===== config.mk =====
export PLATFORM = sky130hd
export DESIGN_NAME = frame_draw_sequencer
export DESIGN_NICKNAME = d
export VERILOG_FILES = /design/src/rtl/frame_draw_sequencer.sv
export SDC_FILE = /design/constraint.sdc
export NUM_CORES = 1
export LEC_CHECK = 0
export ABC_AREA = 1
export CAP_MARGIN = 0
export CORE_UTILIZATION = 25
export CTS_BUF_LIST = sky130_fd_sc_hd__clkbuf_16
export CTS_CLUSTER_DIAMETER = 60
export DETAILED_ROUTE_END_ITERATION = 10
export GPL_TIMING_DRIVEN = 0
export SLEW_MARGIN = 25
export SYNTH_ARGS = -nofsm -noshare
export SYNTH_HDL_FRONTEND = slang
export SYNTH_SLANG_ARGS = --single-unit

===== constraint.sdc =====
create_clock -name CLOCK_50 -period 3.61 [get_ports CLOCK_50]
set_input_delay 1.083 -clock CLOCK_50 [delete_from_list [all_inputs] [get_ports CLOCK_50]]
set_output_delay 1.083 -clock CLOCK_50 [all_outputs]
set_load 0.005 [all_outputs]

===== src/rtl/frame_draw_sequencer.sv =====
// Per-frame render sequencer: snapshots the player, runs the map drawer then the tile drawer
// under per-stage watchdogs, and muxes the active engine's pixel bus onto the VGA write port.
module frame_draw_sequencer #(
  parameter int unsigned MAP_TIMEOUT  = 40000,
  parameter int unsigned TILE_TIMEOUT = 256
) (
  input  logic        CLOCK_50,
  input  logic        frame_reset,
  input  logic [7:0]  player_x,
  input  logic [7:0]  player_y,
  output logic        map_start,
  input  logic        map_done,
  input  logic        map_plot,
  input  logic [7:0]  map_x,
  input  logic [6:0]  map_y,
  input  logic [23:0] map_rgb,
  output logic        tile_start,
  output logic [7:0]  tile_x,
  output logic [7:0]  tile_y,
  input  logic        tile_done,
  input  logic        tile_plot,
  input  logic [7:0]  tile_px,
  input  logic [6:0]  tile_py,
  input  logic [23:0] tile_rgb,
  output logic        vga_plot,
  output logic [7:0]  vga_x,
  output logic [6:0]  vga_y,
  output logic [23:0] vga_colour,
  output logic        frame_done,
  output logic        fault,
  output logic        dropped
);

  localparam logic [2:0] SNAP      = 3'd0;
  localparam logic [2:0] MAP_GO    = 3'd1;
  localparam logic [2:0] MAP_WAIT  = 3'd2;
  localparam logic [2:0] TILE_GO   = 3'd3;
  localparam logic [2:0] TILE_WAIT = 3'd4;
  localparam logic [2:0] DONE      = 3'd5;
  localparam logic [2:0] FAULT     = 3'd6;

  logic [2:0]  state_q, state_d;
  logic [15:0] wd_q, wd_d;
  logic [7:0]  tile_x_q, tile_x_d;
  logic [7:0]  tile_y_q, tile_y_d;
  logic        offscreen_q, offscreen_d;
  logic        dropped_q, dropped_d;
  logic        vga_plot_q, vga_plot_d;
  logic [7:0]  vga_x_q, vga_x_d;
  logic [6:0]  vga_y_q, vga_y_d;
  logic [23:0] vga_colour_q, vga_colour_d;
  logic        map_active, tile_active;
  logic [15:0] wd_inc;

  always_comb begin
    state_d      = state_q;
    wd_d         = wd_q;
    tile_x_d     = tile_x_q;
    tile_y_d     = tile_y_q;
    offscreen_d  = offscreen_q;
    dropped_d    = dropped_q;
    vga_plot_d   = 1'b0;
    vga_x_d      = vga_x_q;
    vga_y_d      = vga_y_q;
    vga_colour_d = vga_colour_q;
    map_active   = (state_q == MAP_GO) || (state_q == MAP_WAIT);
    tile_active  = (state_q == TILE_GO) || (state_q == TILE_WAIT);
    wd_inc       = (wd_q == '1) ? wd_q : wd_q + 16'd1;

    case (state_q)
      SNAP: begin
        tile_x_d    = player_x;
        tile_y_d    = player_y;
        offscreen_d = (player_x > 8'd152) || (player_y > 8'd112);
        state_d     = MAP_GO;
      end
      MAP_GO: begin
        wd_d    = '0;
        state_d = MAP_WAIT;
      end
      MAP_WAIT: begin
        wd_d = wd_inc;
        // done is tested first so a coincident timeout loses
        if (map_done)
          state_d = offscreen_q ? DONE : TILE_GO;
        else if ({16'd0, wd_q} == MAP_TIMEOUT)
          state_d = FAULT;
      end
      TILE_GO: begin
        wd_d    = '0;
        state_d = TILE_WAIT;
      end
      TILE_WAIT: begin
        wd_d = wd_inc;
        if (tile_done)
          state_d = DONE;
        else if ({16'd0, wd_q} == TILE_TIMEOUT)
          state_d = FAULT;
      end
      DONE:    state_d = DONE;
      FAULT:   state_d = FAULT;
      default: state_d = FAULT;
    endcase

    // Outside both engine phases neither bus is forwarded, so any plot is a drop.
    if (map_active) begin
      vga_plot_d   = map_plot;
      vga_x_d      = map_x;
      vga_y_d      = map_y;
      vga_colour_d = map_rgb;
      dropped_d    = dropped_q | tile_plot;
    end else if (tile_active) begin
      vga_plot_d   = tile_plot;
      vga_x_d      = tile_px;
      vga_y_d      = tile_py;
      vga_colour_d = tile_rgb;
      dropped_d    = dropped_q | map_plot;
    end else begin
      dropped_d    = dropped_q | map_plot | tile_plot;
    end
  end

  always_ff @(posedge CLOCK_50 or posedge frame_reset) begin
    if (frame_reset) begin
      state_q      <= SNAP;
      wd_q         <= '0;
      tile_x_q     <= '0;
      tile_y_q     <= '0;
      offscreen_q  <= 1'b0;
      dropped_q    <= 1'b0;
      vga_plot_q   <= 1'b0;
      vga_x_q      <= '0;
      vga_y_q      <= '0;
      vga_colour_q <= '0;
    end else begin
      state_q      <= state_d;
      wd_q         <= wd_d;
      tile_x_q     <= tile_x_d;
      tile_y_q     <= tile_y_d;
      offscreen_q  <= offscreen_d;
      dropped_q    <= dropped_d;
      vga_plot_q   <= vga_plot_d;
      vga_x_q      <= vga_x_d;
      vga_y_q      <= vga_y_d;
      vga_colour_q <= vga_colour_d;
    end
  end

  assign map_start  = (state_q == MAP_GO);
  assign tile_start = (state_q == TILE_GO);
  assign frame_done = (state_q == DONE);
  assign fault      = (state_q == FAULT);
  assign dropped    = dropped_q;
  assign tile_x     = tile_x_q;
  assign tile_y     = tile_y_q;
  assign vga_plot   = vga_plot_q;
  assign vga_x      = vga_x_q;
  assign vga_y      = vga_y_q;
  assign vga_colour = vga_colour_q;

endmodule


==> results.yml, run 1 <==
run_status:
  status: "finished with violations"
  violations: "DRC"
route:
  drt-initial-drc-count: 193
  drt_pass1_iterations: 8
  post_drt_wl_per_cell_microns: 14.0
  drt_wl_total_microns: 12100
  drc: 8
  ant_nets: 0
  viasPerCell: 4.73
  vias: 4100
layout:
  synthToLayoutAreaGrowth_pct: 56.1
  drive_above_1_share: 0.0571
  fillCellCount: 1490
  n_antenna_cell: 0
  fin_nets: 780
  post-route-cell-area_sq_um: 5970
synthesis:
  yosysTopAreaCellShare: 0.504
  synth_edf_count: 0
  syn_inst: 506
  syn-num-nets: 608
  avgSynthCellArea_sq_um: 7.56
  ys_ff_latch: 77
  synthTopCellsByCount: "nand2_1, dfrtp_1, nor2_1"
  synth_cell_types: 26
  synth.most_common_cell: "nand2_1"
  yosys_warnings: 0
  synth_top_area_cell: "dfrtp_1"
  synthFlopType: "dfrtp_1"
  async_reset_ff_frac: 1.00
  netlist_area_sq_um: 3820
  synth_seq_area_share: 0.504
  yosys-top-cells-area: "dfrtp_1, nand2_1, nor2_1, a31oi_1, inv_1"
timing:
  drv_slew: 0
  worstMarginPinSlew_ns: 0.478
  max_freq_ghz: 0.350
  hold_ws_ns: 0.485
  grt_setup_unrepaired: "no"
  hold_viol_final: 0
  period_share: 0.791
  slew-limit-headroom: 0.681
  period_minus_slack_ns: 2.85
  clock_skew_ns: 0.00669
  setup_viol: 0
hold_path:
  min_path_type: "reg -> reg"
placement:
  port_buffers: 160
  gp_congestion: 0.879
  dpl_cell_area_sq_um: 5690
  hpwl_microns: 9130
worst_setup_path:
  crit_type: "reg -> out"
  cp_max_fo: 6
  cp_data_required_time_ns: 2.53
  cp_cell_sequence: "inv_1, nor3_1, clkdlybuf4s50_1"
  max_stage_delay_ns: 0.59
  critPathSlowestCell: "clkdlybuf4s50_1"
  cp-end-kind: "primary output"
  start_kind: "flip-flop"
  crit_buf_inv: 2
  path_delay_family: "buffers and inverters"
  arrival_ns: 1.77
global_route:
  gr-usage-all-layers: 0.156
  grt_pass1_wl_microns: 19500
  grt_max_degree: 47
  antenna_found_initial: 0
  grt_pass1_vias: 3937
  grt_remaining_overflow: 0
pwr:
  p_leak_uw: 0.00255
  power.density_nw_per_um2: 318
  peakVddDrop_uv: 231
  fin_total_pwr_uw: 1900
die:
  io_pins: 161
  core.rowCount: 44
  start_util: 0.259
  dieArea_sq_um: 15800
  dieHeight_microns: 126
  die_w_microns: 126
  core-area_sq_um: 14800
clock_network:
  cts-root-buf: "clkbuf_16"
  clock_sinks: 77
  numCtsBuffers: 9
  cts.clk_slew.worst_paths_ns: 0.06
  cts_tree: "built"
  cts.path.max_buffers: 2
  post_cts_buffers: 0
  post_cts_resized: 0
  htree_levels: 3
  worstSkewPairLatency_ns: 0.34
  hold_buffers: 0
flow_run:
  cap_violations: 0
-- placed cells by master (no fill, tap or decap) --
cell               n
clkinv_2           1
nand3b_1           1
clkdlybuf4s50_1  160
o21ai_2            1
o21a_1             1
buf_6              3
or2_2              2
nand3_2            1
nor2_1            76
clkinv_4           1
o211ai_1           1
clkbuf_1           6
nand4_1            6
dfrtp_1           77
buf_2             11
nor2_2             2
o21ai_0           21
clkbuf_16          9
bufinv_16          1
buf_4              1
nor3_1             2
clkinv_1           2
inv_1             39
o21ai_1            4
a21oi_1            7
a22o_1             1
inv_2              4
a31oi_1           40
ha_1               2
nand2_1          171
nand3_1           26
o22ai_1            1
inv_4              1
buf_16             1
-- worst reg2reg max path, stage by stage (launching register included) --
cell      delay, ns
dfrtp_1        0.44
nor2_1         0.17
nand2_1        0.16
nand2_1        0.23
clkbuf_1       0.42
nand2_1        0.14
a31oi_1        0.20
-- through the flow --
| stage | TNS, ns | cells | setup WS [ns] | utilization |
|---|---|---|---|---|
| after floorplan | 0 | 506 | 0.560 | - |
| after global routing | 0 | 867 | 0.670 | 0.405 |
| after detailed placement | 0 | 851 | 1.16 | 0.385 |
| after CTS | 0 | 867 | 0.788 | 0.405 |
| final | 0 | 867 | 0.756 | 0.405 |
| after global placement | -64.25 | 850 | -0.843 | 0.383 |
-- state kept, by name, summed over array words and instances, names as in the netlist --
signal       count
vga_colour      24
wd_q            16
tile_x           8
tile_y           8
vga_x            8
vga_y            7
state_q          3
dropped          1
offscreen_q      1
vga_plot         1
-- cell families (layout without fill, tap and decap cells) --
logic type               count (synthesis)  count (layout)  share of synthesized area
AND/OR/NAND/NOR                        287             287                      0.300
buffers and inverters                   63             240                     0.0723
adder cells (fa/ha/maj)                  2               2                    0.00654
AO/OA/AOI/OAI                           77              77                      0.117
flip-flops                              77              77                      0.504
-- final timing paths --
check | slack [ns] | end | from | cells after the start
hold / removal | 0.49 | dropped$_DFF_PP0_ | dropped$_DFF_PP0_ | 1
max in group asynchronous | 1.93 | tile_x[0]$_DFFE_PP0N_ | frame_reset | 3
setup reg to reg | 1.78 | vga_colour[15]$_DFFE_PP0P_ | state_q[2]$_DFFE_PP0P_ | 6
min in group asynchronous | 1.10 | vga_y[4]$_DFFE_PP0P_ | frame_reset | 2
hold reg to reg | 0.49 | dropped$_DFF_PP0_ | dropped$_DFF_PP0_ | 1
setup / recovery | 0.76 | frame_done | state_q[2]$_DFFE_PP0P_ | 3
-- power by group --
part / internal, uW / total, uW / switching, uW
Sequential: 864 / 865 / 0.653
Combinational: 104 / 148 / 44.7
Clock: 526 / 884 / 359
Total: 1490 / 1900 / 404
-- final cells by class --
| class | count | area [sq um] | share of cell area |
|---|---|---|---|
| Inverter | 42 | 160 | 0.0268 |
| Sequential cell | 77 | 1930 | 0.323 |
| Clock inverter | 7 | 58.8 | 0.00985 |
| Tap cell | 184 | 230 | 0.0386 |
| Timing Repair Buffer | 161 | 1630 | 0.273 |
| Buffer | 21 | 119 | 0.0199 |
| Clock buffer | 9 | 225 | 0.0377 |
| Multi-Input combinational cell | 366 | 1620 | 0.272 |
-- metal layers --
| layer | share of wire | routed length [microns] | track usage |
|---|---|---|---|
| met5 | 0 | 0 | 0 |
| met4 | 0.030 | 368 | 0.0782 |
| met3 | 0.073 | 889 | 0.0391 |
| met2 | 0.46 | 5570 | 0.253 |
| met1 | 0.44 | 5310 | 0.194 |
(Power assumes the default switching activity.)
==> inputs of run 2 (changes only) <==
==> constraint.sdc (replaced) <==
create_clock -name CLOCK_50 -period 2.89 [get_ports CLOCK_50]
set_input_delay 0.867 -clock CLOCK_50 [delete_from_list [all_inputs] [get_ports CLOCK_50]]
set_output_delay 0.867 -clock CLOCK_50 [all_outputs]
set_load 0.005 [all_outputs]
==> results of run 2 <==
The final DEF is identical to that of run 1. Status: finished with violations: DRC.
Main changes from that run: setup slack after placement 1.16 ns -> 0.654 ns; setup slack after layout 0.756 ns -> 0.252 ns; register-to-register setup slack 1.78 ns -> 1.06 ns; total power 1900 uW -> 2370 uW; worst IR drop on VDD 231 uV -> 288 uV
==> inputs of run 3 (changes only) <==
--- a/config.mk
+++ b/config.mk
@@ -7,12 +7,12 @@
 export LEC_CHECK = 0
 export ABC_AREA = 1
 export CAP_MARGIN = 0
-export CORE_UTILIZATION = 25
+export CORE_UTILIZATION = 43
 export CTS_BUF_LIST = sky130_fd_sc_hd__clkbuf_16
 export CTS_CLUSTER_DIAMETER = 60
 export DETAILED_ROUTE_END_ITERATION = 10
 export GPL_TIMING_DRIVEN = 0
-export SLEW_MARGIN = 25
+export PLACE_DENSITY = 0.81
 export SYNTH_ARGS = -nofsm -noshare
 export SYNTH_HDL_FRONTEND = slang
 export SYNTH_SLANG_ARGS = --single-unit
==> run 3 against run 2 <==
  * The run now ends clean
  * Combinational power about the same
  * Die area decreased by 41%
  * Via count decreased by 0.29%
  * Power increased by 4.2%
  * Utilization increased by 28 points
  * Clock-buffer cell count unchanged
  * Sequential power about the same
  * Worst setup slack improved by 0.069 ns
  * Clock power increased by 9%
  * Maximum frequency increased by 2.7%
  * Flip-flop and latch count unchanged
  * Non-clock buffer count unchanged
==> results.yml, run 3 (synthesis results as in run 1) <==
timing:
  tns_ns: 0
  clock_skew_ns: 0.00736
  slew-limit-headroom: 0.690
  worstMarginPinSlew_ns: 0.465
  drv_slew: 0
  period_minus_slack_ns: 2.57
  setup_viol: 0
  grt_setup_unrepaired: "no"
  max_freq_ghz: 0.389
  fin_ws_ns: 0.321
  hold_viol_final: 0
  period_share: 0.889
layout:
  n_antenna_cell: 0
  synthToLayoutAreaGrowth_pct: 54.5
  largest_register_ffs: 24
  final_common_cell: "nand2_1"
  drive_above_1_share: 0.0600
  fin_nets: 780
  final_cell_mix: "nand2_1, clkdlybuf4s50_1, dfrtp_1"
clock_network:
  clock_sinks: 77
  worstSkewPairLatency_ns: 0.33
  cts.clk_slew.worst_paths_ns: 0.06
  cts-root-buf: "clkbuf_16"
  post_cts_buffers: 0
  cts_tree: "built"
  numCtsBuffers: 9
  hold_buffers: 0
  cts.path.max_buffers: 2
  post_cts_resized: 0
  htree_levels: 3
route:
  drt_pass1_iterations: 5
  vias: 4088
  drt-initial-drc-count: 184
  viasPerCell: 5.17
  drc: 0
  drt_wl_total_microns: 11600
  post_drt_wl_per_cell_microns: 14.6
  ant_nets: 0
placement:
  port_buffers: 160
  place_ws_ns: 0.688
  hpwl_microns: 8430
  gp_congestion: 0.907
worst_setup_path:
  cp_max_fo: 6
  crit_type: "reg -> out"
  arrival_ns: 1.70
  cp-end-kind: "primary output"
  cp_data_required_time_ns: 2.02
  reg2reg_slack_ns: 1.03
  start_kind: "flip-flop"
die:
  core-area_sq_um: 8680
  die_w_microns: 96.3
  io_pins: 161
  start_util: 0.441
  dieHeight_microns: 96.3
  dieArea_sq_um: 9280
  core.rowCount: 34
global_route:
  antenna_found_initial: 0
  grt_remaining_overflow: 0
  gr-usage-all-layers: 0.252
  grt_pass1_vias: 3810
  grt_max_degree: 61
  grt_pass1_wl_microns: 17800
flow_run:
  cap_violations: 0
run_status:
  status: "complete, no violations"
hold_path:
  min_path_type: "reg -> reg"
pwr:
  peakVddDrop_uv: 290
  power.density_nw_per_um2: 418
  p_leak_uw: 0.00255
run 3: cell types whose count changed in the layout (fill, tap and decap cells not counted):
cell        previous run  this run
bufinv_16              1         2
inv_1                 39        38
clkinvlp_4             0         2
clkinv_2               1         0
clkinv_1               2         1
run 3: area by class of cell:
| class | instances | area [sq um] |
|---|---|---|
| Buffer | 21 | 119 |
| Clock buffer | 9 | 225 |
| Clock inverter | 7 | 91.3 |
| Fill cell | 701 | 2770 |
| Inverter | 42 | 160 |
| Multi-Input combinational cell | 366 | 1620 |
| Sequential cell | 77 | 1930 |
| Tap cell | 108 | 135 |
| Timing Repair Buffer | 161 | 1630 |
run 3: metal layers:
| layer | part of all wire | global-route usage |
|---|---|---|
| met5 | 0 | 0 |
| met4 | 0.030 | 0.100 |
| met3 | 0.070 | 0.0569 |
| met2 | 0.49 | 0.414 |
| met1 | 0.41 | 0.322 |
run 3: final timing paths:
check,start,end,cells after the start
max,state_q[2]$_DFFE_PP0P_,frame_done,3
min,tile_x[3]$_DFFE_PP0N_,tile_x[3]$_DFFE_PP0N_,2
min in group asynchronous,frame_reset,vga_y[5]$_DFFE_PP0P_,2
min reg2reg,tile_x[3]$_DFFE_PP0N_,tile_x[3]$_DFFE_PP0N_,2
max reg2reg,state_q[2]$_DFFE_PP0P_,vga_y[3]$_DFFE_PP0P_,6
max in group asynchronous,frame_reset,wd_q[8]$_DFFE_PP0P_,3
run 3: critical path, cell delays in order (launching register included):
cell,delay (ns)
dfrtp_1,0.43
inv_1,0.11
nor3_1,0.26
clkdlybuf4s50_1,0.57
run 3: per-stage QoR:
| step | utilization | area, sq um | hold slack (ns) | std cells | power (uW) |
|---|---|---|---|---|---|
| after floorplan | - | 3820 | 0.463 | 506 | 1140 |
| after global placement | 0.641 | 5560 | 0.464 | 774 | 1280 |
| after detailed placement | 0.644 | 5590 | 0.464 | 775 | 1290 |
| after CTS | 0.681 | 5910 | 0.482 | 791 | 2480 |
| after global routing | 0.681 | 5910 | 0.502 | 791 | 2550 |
| final | 0.681 | 5910 | 0.482 | 791 | 2470 |
run 3: power breakdown:
part / total, uW / switching, uW / internal, uW
Clock: 1200 / 451 / 752
Sequential: 1080 / 0.891 / 1080
Combinational: 186 / 56.4 / 129
Total: 2470 / 508 / 1960
